==> config.mk <==
export PLATFORM = sky130hd
export DESIGN_NAME = icap_reg_access
export DESIGN_NICKNAME = d
export VERILOG_FILES = /design/src/rtl/icap_reg_access.sv
export SDC_FILE = /design/constraint.sdc
export NUM_CORES = 1
export LEC_CHECK = 0
export ABC_AREA = 1
export CORE_AREA = 4 4 117 164
export CTS_CLUSTER_DIAMETER = 50
export DETAILED_ROUTE_END_ITERATION = 12
export DIE_AREA = 0 0 121 168
export GPL_ROUTABILITY_DRIVEN = 0
export SETUP_SLACK_MARGIN = 0.4
export SKIP_CTS_REPAIR_TIMING = 1
export SYNTH_ARGS = -nofsm -noshare
export SYNTH_HDL_FRONTEND = slang
export SYNTH_SLANG_ARGS = --single-unit
==> constraint.sdc <==
create_clock -name clk -period 2 [get_ports clk]
set_clock_uncertainty 0.15 [all_clocks]
set_input_delay 0.3 -clock clk [delete_from_list [all_inputs] [get_ports clk]]
set_output_delay 0.3 -clock clk [all_outputs]
set_load 0.03 [all_outputs]
==> src/rtl/icap_reg_access.sv <==
// ICAPE2 sequencer: sync-wrapped single-word Type-1 write/read; `ICAP_IPROG_EN adds op 10 (WBSTAR + IPROG).
// Latency: first word 1 cycle after accept, resp_valid 12 cycles (write) / 16+READ_WAIT cycles (read) after accept.
// Backpressure: req_ready high only in IDLE; requests while busy are dropped, responses cannot be stalled.
module icap_reg_access #(
  parameter int unsigned READ_WAIT = 4
) (
  input  logic        clk,
  input  logic        reset,
  input  logic        req_valid,
  output logic        req_ready,
  input  logic [1:0]  req_op,
  input  logic [4:0]  req_addr,
  input  logic [31:0] req_wdata,
  output logic        resp_valid,
  output logic [31:0] resp_rdata,
  output logic        resp_err,
  output logic        icap_csib,
  output logic        icap_rdwrb,
  output logic [31:0] icap_i,
  input  logic [31:0] icap_o
);

  localparam logic [1:0]  OP_WR       = 2'b00;
  localparam logic [1:0]  OP_RD       = 2'b01;
`ifdef ICAP_IPROG_EN
  localparam logic [1:0]  OP_IPROG    = 2'b10;
  localparam logic [31:0] WBSTAR_HDR  = 32'h30020001;
  localparam logic [31:0] IPROG_CMD   = 32'h0000000F;
`endif
  localparam logic [31:0] WR_HDR_BASE = 32'h30000001;
  localparam logic [31:0] RD_HDR_BASE = 32'h28000001;
  localparam logic [31:0] CMD_HDR     = 32'h30008001;
  localparam logic [31:0] DESYNC_CMD  = 32'h0000000D;
  localparam logic [31:0] DUMMY       = 32'hFFFFFFFF;
  localparam logic [31:0] SYNC_WORD   = 32'hAA995566;
  localparam logic [31:0] NOOP        = 32'h20000000;
  localparam logic [3:0]  RW_LAST     = 4'(READ_WAIT - 1);

  typedef enum logic [3:0] {
    S_IDLE, S_SYNC, S_WR_BODY, S_RD_HDR, S_TURN_A, S_TURN_B,
    S_RD_WAIT, S_TURN_C, S_TURN_D, S_DESYNC, S_RESP
`ifdef ICAP_IPROG_EN
    , S_IPROG, S_IPROG_DONE
`endif
  } state_t;

  state_t      state, nxt_state;
  logic [3:0]  cnt, nxt_cnt;
  logic [1:0]  op_q;
  logic [4:0]  addr_q;
  logic [31:0] wdata_q, rdata_q, nxt_word;
  logic        csib_nxt, rdwrb_nxt, accept;

  // ICAP expects each byte bit-reversed relative to the bitstream word.
  function automatic logic [31:0] bit_swap(input logic [31:0] v);
    logic [31:0] r;
    for (int k = 0; k < 4; k++)
      for (int j = 0; j < 8; j++)
        r[8*k+j] = v[8*k+7-j];
    return r;
  endfunction

  assign accept = (state == S_IDLE) && req_valid;

  always_comb begin
    nxt_state = state;
    case (state)
      S_IDLE: if (req_valid) begin
        case (req_op)
          OP_WR, OP_RD: nxt_state = S_SYNC;
`ifdef ICAP_IPROG_EN
          OP_IPROG:     nxt_state = S_IPROG;
`endif
          default:      nxt_state = S_RESP;
        endcase
      end
      S_SYNC:    if (cnt == 4'd3) nxt_state = (op_q == OP_RD) ? S_RD_HDR : S_WR_BODY;
      S_WR_BODY: if (cnt == 4'd2) nxt_state = S_DESYNC;
      S_RD_HDR:  if (cnt == 4'd2) nxt_state = S_TURN_A;
      S_TURN_A:  nxt_state = S_TURN_B;
      S_TURN_B:  nxt_state = S_RD_WAIT;
      S_RD_WAIT: if (cnt == RW_LAST) nxt_state = S_TURN_C;
      S_TURN_C:  nxt_state = S_TURN_D;
      S_TURN_D:  nxt_state = S_DESYNC;
      S_DESYNC:  if (cnt == 4'd3) nxt_state = S_RESP;
`ifdef ICAP_IPROG_EN
      S_IPROG:      if (cnt == 4'd7) nxt_state = S_IPROG_DONE;
      S_IPROG_DONE: nxt_state = S_IPROG_DONE;
`endif
      default:   nxt_state = S_IDLE;
    endcase
    nxt_cnt = (nxt_state == state) ? cnt + 4'd1 : 4'd0;

    // Word to present next cycle; wdata/addr are already latched whenever they are needed.
    nxt_word = DUMMY;
    case (nxt_state)
      S_SYNC: case (nxt_cnt)
        4'd0:    nxt_word = DUMMY;
        4'd1:    nxt_word = SYNC_WORD;
        default: nxt_word = NOOP;
      endcase
      S_WR_BODY: case (nxt_cnt)
        4'd0:    nxt_word = WR_HDR_BASE | {14'd0, addr_q, 13'd0};
        4'd1:    nxt_word = wdata_q;
        default: nxt_word = NOOP;
      endcase
      S_RD_HDR:  nxt_word = (nxt_cnt == 4'd0) ? (RD_HDR_BASE | {14'd0, addr_q, 13'd0}) : NOOP;
      S_DESYNC: case (nxt_cnt)
        4'd0:    nxt_word = CMD_HDR;
        4'd1:    nxt_word = DESYNC_CMD;
        default: nxt_word = NOOP;
      endcase
`ifdef ICAP_IPROG_EN
      S_IPROG: case (nxt_cnt)
        4'd0:    nxt_word = DUMMY;
        4'd1:    nxt_word = SYNC_WORD;
        4'd3:    nxt_word = WBSTAR_HDR;
        4'd4:    nxt_word = wdata_q;
        4'd5:    nxt_word = CMD_HDR;
        4'd6:    nxt_word = IPROG_CMD;
        default: nxt_word = NOOP;
      endcase
`endif
      default:   nxt_word = DUMMY;
    endcase

    csib_nxt = 1'b1;
    case (nxt_state)
      S_SYNC, S_WR_BODY, S_RD_HDR, S_RD_WAIT, S_DESYNC: csib_nxt = 1'b0;
`ifdef ICAP_IPROG_EN
      S_IPROG: csib_nxt = 1'b0;
`endif
      default: csib_nxt = 1'b1;
    endcase
    rdwrb_nxt = (nxt_state == S_TURN_B) || (nxt_state == S_RD_WAIT) || (nxt_state == S_TURN_C);
  end

  always_ff @(posedge clk) begin
    if (reset) begin
      state      <= S_IDLE;
      cnt        <= 4'd0;
      op_q       <= 2'b00;
      addr_q     <= 5'd0;
      wdata_q    <= 32'd0;
      rdata_q    <= 32'd0;
      req_ready  <= 1'b1;
      resp_valid <= 1'b0;
      resp_rdata <= 32'd0;
      resp_err   <= 1'b0;
      icap_csib  <= 1'b1;
      icap_rdwrb <= 1'b0;
      icap_i     <= DUMMY;
    end else begin
      state <= nxt_state;
      cnt   <= nxt_cnt;
      if (accept) begin
        op_q    <= req_op;
        addr_q  <= req_addr;
        wdata_q <= req_wdata;
      end
      if (state == S_RD_WAIT && cnt == RW_LAST)
        rdata_q <= bit_swap(icap_o);
      icap_csib  <= csib_nxt;
      icap_rdwrb <= rdwrb_nxt;
      icap_i     <= bit_swap(nxt_word);
      req_ready  <= (nxt_state == S_IDLE);
      resp_valid <= (nxt_state == S_RESP);
      // RESP straight from IDLE only happens for a rejected op.
      resp_err   <= (nxt_state == S_RESP) && (state == S_IDLE);
      resp_rdata <= (nxt_state == S_RESP && state == S_DESYNC && op_q == OP_RD) ? rdata_q : 32'd0;
    end
  end

endmodule

==> results.toml, run 1 <==
[sta]
slew_viol_final = 0
clock.fmax_mhz = 443.7
min_period_ns = 2.254
hold_viol_final = 0
setup_slack_ns = -0.2536
tightest_slew_ns = 0.4154
rsz0062_at_grt = "yes"
setup_viol = 64
min_period_over_period_pct = 112.7
relSlewSlack_pct = 72.26

[run]
max_cap_viol_count = 0

[worst_setup_path]
crit_path_max_incr_delay_ns = 0.36
cp_max_fo = 10
crit_chain = "inv_4 > ha_4 > nand2_4 > inv_6 > nor2_4 > nor2_4 > nand2_4 > nand2_4 > nand2_4 > nor2_8 > nand3_4 > nor2_4 > nand2_4 > nor2_8 > inv_4 > buf_12 > o21ai_4"
slowest_stage = "dfxtp_4"
timing.reg2reg.setup_slack_ns = -0.25
reg2regPathDepth = 17
end_kind = "flop"
rr_startpoint = "cnt[0]"
cp.arrival_ns = 2.45
worstPathRequired_ns = 2.19
startpoint_type = "flop"
startpoint = "cnt[0]"
crit_path_frequent_cell = "nand2_4"
r2r-end = "icap_i[0]"
worstSetupPathType = "reg -> reg"

[routing]
wirelength_mm = 15.74
drt_iter0_markers = 260
drcViolationCount = 0
dr.pass1.iters = 4
postRouteAntennaNets = 0
via_per_inst = 4.407
dr_total_vias = 4742
post_drt_wl_per_cell_um = 14.63

[outcome]
violations = "negative setup slack"
status = "complete, but fails checks"

[yosys]
yosysWarnings = 0
syn_inst = 625
muxShareOfSynthArea_pct = 0
synth_compound_area_share_pct = 16.79
ys_seq_area_share_pct = 56.30
synthSimpleGateAreaFrac_pct = 17.14
synth-seq-cells = 148
syn_area_um2 = 5263
synth_top_family_by_area = "simple AND/OR/NAND/NOR gates"
syn_nets = 701
synthXorXnorAreaFrac_pct = 0.3329
yosysUniqueCellTypes = 31
synth.avg_cell_area_um2 = 8.420
post_synth_fa_ha_maj_area_fraction_pct = 0.4755

[hold_path]
hold_depth = 2
min_path_type = "reg -> reg"
worstHoldEndpoint = "resp_rdata[0]"
worstHoldStart = "rdata_q[0]"

[floorplanning]
fp.dieH_um = 168
die_x_um = 121
core_um2 = 17780
rows = 58
ioPinCount = 143
die_area_um2 = 20330
initial_core_util_pct = 29.60

[placement]
port_buffers = 142
hpwlAfterDp_mm = 9.754
dp.cells = 1025

[cts]
clockRootBuffer = "clkbuf_16"
clock_latency_ns = 0.42
htreeDepth = 4
clock-sinks = 148
clkTransAtPathRegs_ns = 0.06
clock_path_buffers = 2
cts_tree = "yes"
cts-buffers-inserted = 17

[layout]
layout.core_utilization_pct = 51.53
area_growth_pct = 74.08
stdcell_count = 1076
drive_gt1_share_pct = 33.89
final_nets = 900

[grt]
grt_pass1_wl_mm = 21.56
grt_pass1_vias = 4380
antenna_found_initial = 1
grt_usage_pct = 13.45
grt_max_degree = 65
grt-ovfl-total = 0

[power]
p_leak_nw = 4.211
power_mw = 9.972
worst_ir_drop_vdd_v = 0.0005469
p_per_area_nw_per_um2 = 1088
where the power goes:
part           internal (mW)  total [mW]  switching, mW  leakage (nW)
clock network           2.08        3.32           1.24         0.293
logic                   1.43        3.21           1.78          2.71
registers               3.30        3.44          0.144          1.21
critical path, delay by kind of cell (launching register included):
family	cells	cell delay [ns]
DFF	1	0.36
AOI/OAI and AO/OA	1	0.13
adders and majority gates	1	0.14
buffers and inverters	4	0.36
and+or+nand+nor	11	1.04
area by class of cell:
class | instances | area [µm²]
antenna | 1 | 2.502
clock buffer | 18 | 429.2
clock inverter | 12 | 180.2
fill | 1570 | 8618
inverter | 85 | 345.3
multi-input combinational | 359 | 2457
sequential | 148 | 2987
tap | 240 | 300.3
timing repair buffer | 213 | 2460
state kept, by name, summed over array words and instances, names as in the netlist, 2 cells and up:
name        cells
wdata_q        32
rdata_q        32
cnt             4
state           4
resp_rdata     32
icap_i         32
addr_q          5
op_q            2
synth_stat cells:
cell type / instances / area (µm²)
a21oi_1: 73 / 365.4
a31oi_1: 1 / 6.260
buf_2: 2 / 10.01
buf_4: 1 / 7.510
buf_6: 3 / 33.78
clkbuf_1: 27 / 101.4
clkinv_1: 1 / 3.750
dfxtp_1: 148 / 2963
ha_1: 2 / 25.02
inv_1: 76 / 285.3
inv_2: 8 / 30.03
nand2_1: 77 / 289.0
nand2_2: 5 / 31.28
nand2_4: 1 / 11.26
nand3_1: 34 / 170.2
nand3_2: 3 / 30.03
nand3_4: 1 / 17.52
nand4_1: 1 / 6.260
nor2_1: 68 / 255.2
nor2_2: 2 / 12.51
nor2_4: 3 / 33.78
nor2_8: 2 / 40.04
nor3_1: 1 / 5.000
o211ai_1: 1 / 7.510
o211ai_4: 1 / 21.27
o21ai_0: 58 / 290.3
o21ai_1: 2 / 10.01
o21ai_2: 20 / 175.2
o31ai_1: 1 / 7.510
xnor2_1: 1 / 8.760
xor2_1: 1 / 8.760
placed cells by master, fill, tap and decap left out, types with 13 or more instances in the layout:
master             n
a21oi_1           48
a21oi_2           25
buf_4             33
buf_6             20
clkbuf_16         24
clkdlybuf4s50_1   73
dfxtp_1          141
dlymetal6s2s_1    69
inv_1             70
nand2_1           46
nand2_2           21
nand2_4           15
nand3_1           23
nor2_1            47
nor2_4            14
o21ai_0           16
o21ai_1           13
o21ai_2           46
worst max path at each step:
stage / cells past startpoint / slack [ns] / endpoint
floorplan: 16 / -0.08 / icap_i[0]
CTS: 14 / -0.29 / icap_i[26]
detailed placement: 15 / -0.53 / icap_i[26]
global placement: 15 / -0.47 / icap_i[26]
global route: 17 / -0.36 / icap_i[0]
finish: 17 / -0.25 / icap_i[0]
stage by stage:
step | TNS [ns] | worst slack (ns) | hold slack [ns] | instance area, µm²
2_1_floorplan | -1.985 | -0.07683 | 0.2656 | 5370
3_3_place_gp | -25.98 | -0.4658 | 0.2692 | 7391
3_5_place_dp | -27.33 | -0.5297 | 0.2749 | 7391
4_1_cts | -12.54 | -0.2926 | 0.2831 | 8000
5_1_grt | -15.58 | -0.3551 | 0.2934 | 9161
6_report | -7.897 | -0.2536 | 0.2816 | 9161
cell families after synthesis:
| family | Yosys count |
|---|---|
| AOI/OAI and AO/OA | 157 |
| xor gates and xnor gates | 2 |
| adders and majority gates | 2 |
| buffers and inverters | 118 |
| DFF | 148 |
| and+or+nand+nor | 198 |
metal layers:
| layer | GRT usage [%] | part of all wire (%) |
|---|---|---|
| met3 | 3.965 | 4.7 |
| met4 | 5.572 | 1.8 |
| met2 | 23.16 | 53 |
| met5 | 0 | 0 |
| met1 | 15.43 | 41 |
Note: power is estimated with default switching activity, not from simulation.
==> inputs of run 2 (changes only) <==
- CORE_AREA: 4 4 117 164 -> 4 4 99 138
- DIE_AREA: 0 0 121 168 -> 0 0 103 142
- PLACE_DENSITY: unset -> 0.74
==> results.toml, run 2 (synthesized netlist as in run 1, its figures left out) <==
[outcome]
status = "complete, but fails checks"
violations = "negative setup slack"

[floorplanning]
core_um2 = 12370
fp.dieH_um = 142
rows = 48
initial_core_util_pct = 42.54
die_x_um = 103
die_area_um2 = 14630
ioPinCount = 143

[routing]
drt_iter0_markers = 228
via_per_inst = 5.134
drcViolationCount = 0
post_drt_wl_per_cell_um = 18.37
dr_total_vias = 5108
wirelength_mm = 18.28
postRouteAntennaNets = 0
dr.pass1.iters = 4

[worst_setup_path]
timing.reg2reg.setup_slack_ns = -0.27
startpoint_type = "flop"
cp.arrival_ns = 2.43
worstPathRequired_ns = 2.15
rr_startpoint = "cnt[0]"
worstSetupPathType = "reg -> reg"
cp_max_fo = 6
reg2regPathDepth = 17
r2r-end = "icap_i[30]"
end_kind = "flop"

[grt]
grt_pass1_wl_mm = 21.26
grt_max_degree = 65
grt_usage_pct = 18.48
grt_pass1_vias = 4636
antenna_found_initial = 0
grt-ovfl-total = 0

[sta]
whs_ns = 0.2807
min_period_ns = 2.275
clock.fmax_mhz = 439.6
rsz0062_at_grt = "yes"
tightest_slew_ns = 0.5259
setup_slack_ns = -0.2745
hold_viol_final = 0
setup_viol = 66
min_period_over_period_pct = 113.7
relSlewSlack_pct = 64.94
slew_viol_final = 0
fin_setup_tns_ns = -13.96

[layout]
seq_area_um2 = 2987
drive_gt1_share_pct = 37.28
final_nets = 908
multi_input_area_um2 = 2605
final_cell_mix = "dfxtp_1, clkdlybuf4s50_1, inv_1, dlymetal6s2s_1, nand2_1"
area_growth_pct = 75.06
nFillCells = 741
antenna_cells = 0
final_common_cell = "dfxtp_1"

[power]
p_int_mw = 6.568
seq_power_share_pct = 34.6
combPwrFrac_pct = 34.0
p_clk_share_pct = 31.4
p_sw_mw = 3.477
sw_frac_of_total_pct = 34.62
worst_ir_drop_vdd_v = 0.0007338
p_per_area_nw_per_um2 = 1090
p_leak_nw = 4.229

[cts]
clock_latency_ns = 0.41
clockRootBuffer = "clkbuf_16"
clkTransAtPathRegs_ns = 0.07
clock_path_buffers = 2
cts-buffers-inserted = 17
clock-sinks = 148
cts_tree = "yes"
htreeDepth = 4

[hold_path]
worstHoldEndpoint = "resp_rdata[1]"
worstHoldStart = "rdata_q[1]"
min_path_type = "reg -> reg"
hold_depth = 2

[placement]
hpwlAfterDp_mm = 9.832
port_buffers = 142

[run]
max_cap_viol_count = 0
==> run 2: cell count changes in the layout (fill, tap and decap cells not counted), moves of 4 or more <==
cell,change
o21ai_2,-11
buf_4,+7
nor2_1,-22
o21ai_1,-6
nor2_4,+6
a21oi_2,+5
nor2_2,+16
o21ai_0,+11
a21oi_1,-6
nand3_1,+4
inv_8,+6
o21ai_4,+6
nand3_2,-4
==> run 2: power by group through the flow <==
| stage | clock network [mW] | logic (mW) | registers [mW] |
|---|---|---|---|
| 2_1_floorplan | 0 | 0.968 | 3.91 |
| 3_3_place_gp | 0 | 2.41 | 3.51 |
| 3_5_place_dp | 0 | 2.46 | 3.51 |
| 4_1_cts | 3.18 | 2.49 | 3.45 |
| 5_1_grt | 3.32 | 3.58 | 3.50 |
| 6_report | 3.15 | 3.41 | 3.48 |
==> run 2: layout make-up <==
class	count	area share, %
flip-flops and latches	148	32.42
multi-input cells	360	28.28
repair buffers	220	27.08
clock buffers	17	4.618
inverters	85	3.816
well taps	150	2.037
clock inverters	15	1.752
==> run 2: worst max path at each step <==
stage | cells past startpoint | to | startpoint
floorplan | 16 | icap_i[0] | cnt[0]
global placement | 14 | icap_i[2] | req_valid
detailed placement | 14 | icap_i[2] | req_valid
CTS | 12 | icap_i[2] | state[1]
global route | 13 | icap_i[8] | state[3]
finish | 17 | icap_i[30] | cnt[0]
==> run 2: per-stage QoR <==
| stage | utilization [%] | cells | setup slack [ns] | instance area (µm²) | power, mW |
|---|---|---|---|---|---|
| finish | 74.46 | 995 | -0.2745 | 9213 | 10.04 |
| global placement | 58.59 | 936 | -0.6256 | 7248 | 5.922 |
| detailed placement | 58.59 | 936 | -0.6728 | 7248 | 5.976 |
| CTS | 63.33 | 968 | -0.4574 | 7835 | 9.121 |
| floorplan | - | 625 | -0.07683 | 5370 | 4.874 |
| global route | 74.46 | 995 | -0.4041 | 9213 | 10.40 |
==> run 2: metal layers <==
layer	wire length (µm)	track usage (%)
met1	6654	20.06
met2	9723	33.99
met3	1103	4.708
met4	797	6.480
met5	0	0
==> run 2: worst max-delay path, cell delays in order (launching register included) <==
cell,delay (ns)
dfxtp_4,0.36
inv_4,0.06
ha_4,0.14
nand2_4,0.06
inv_4,0.09
nor2_4,0.04
nor2_4,0.12
nand2_2,0.09
nand2_2,0.08
nand2_4,0.07
nor2_8,0.15
o211ai_4,0.14
buf_6,0.15
nand3_2,0.06
nand2_2,0.07
inv_4,0.10
clkbuf_16,0.17
o21ai_2,0.05
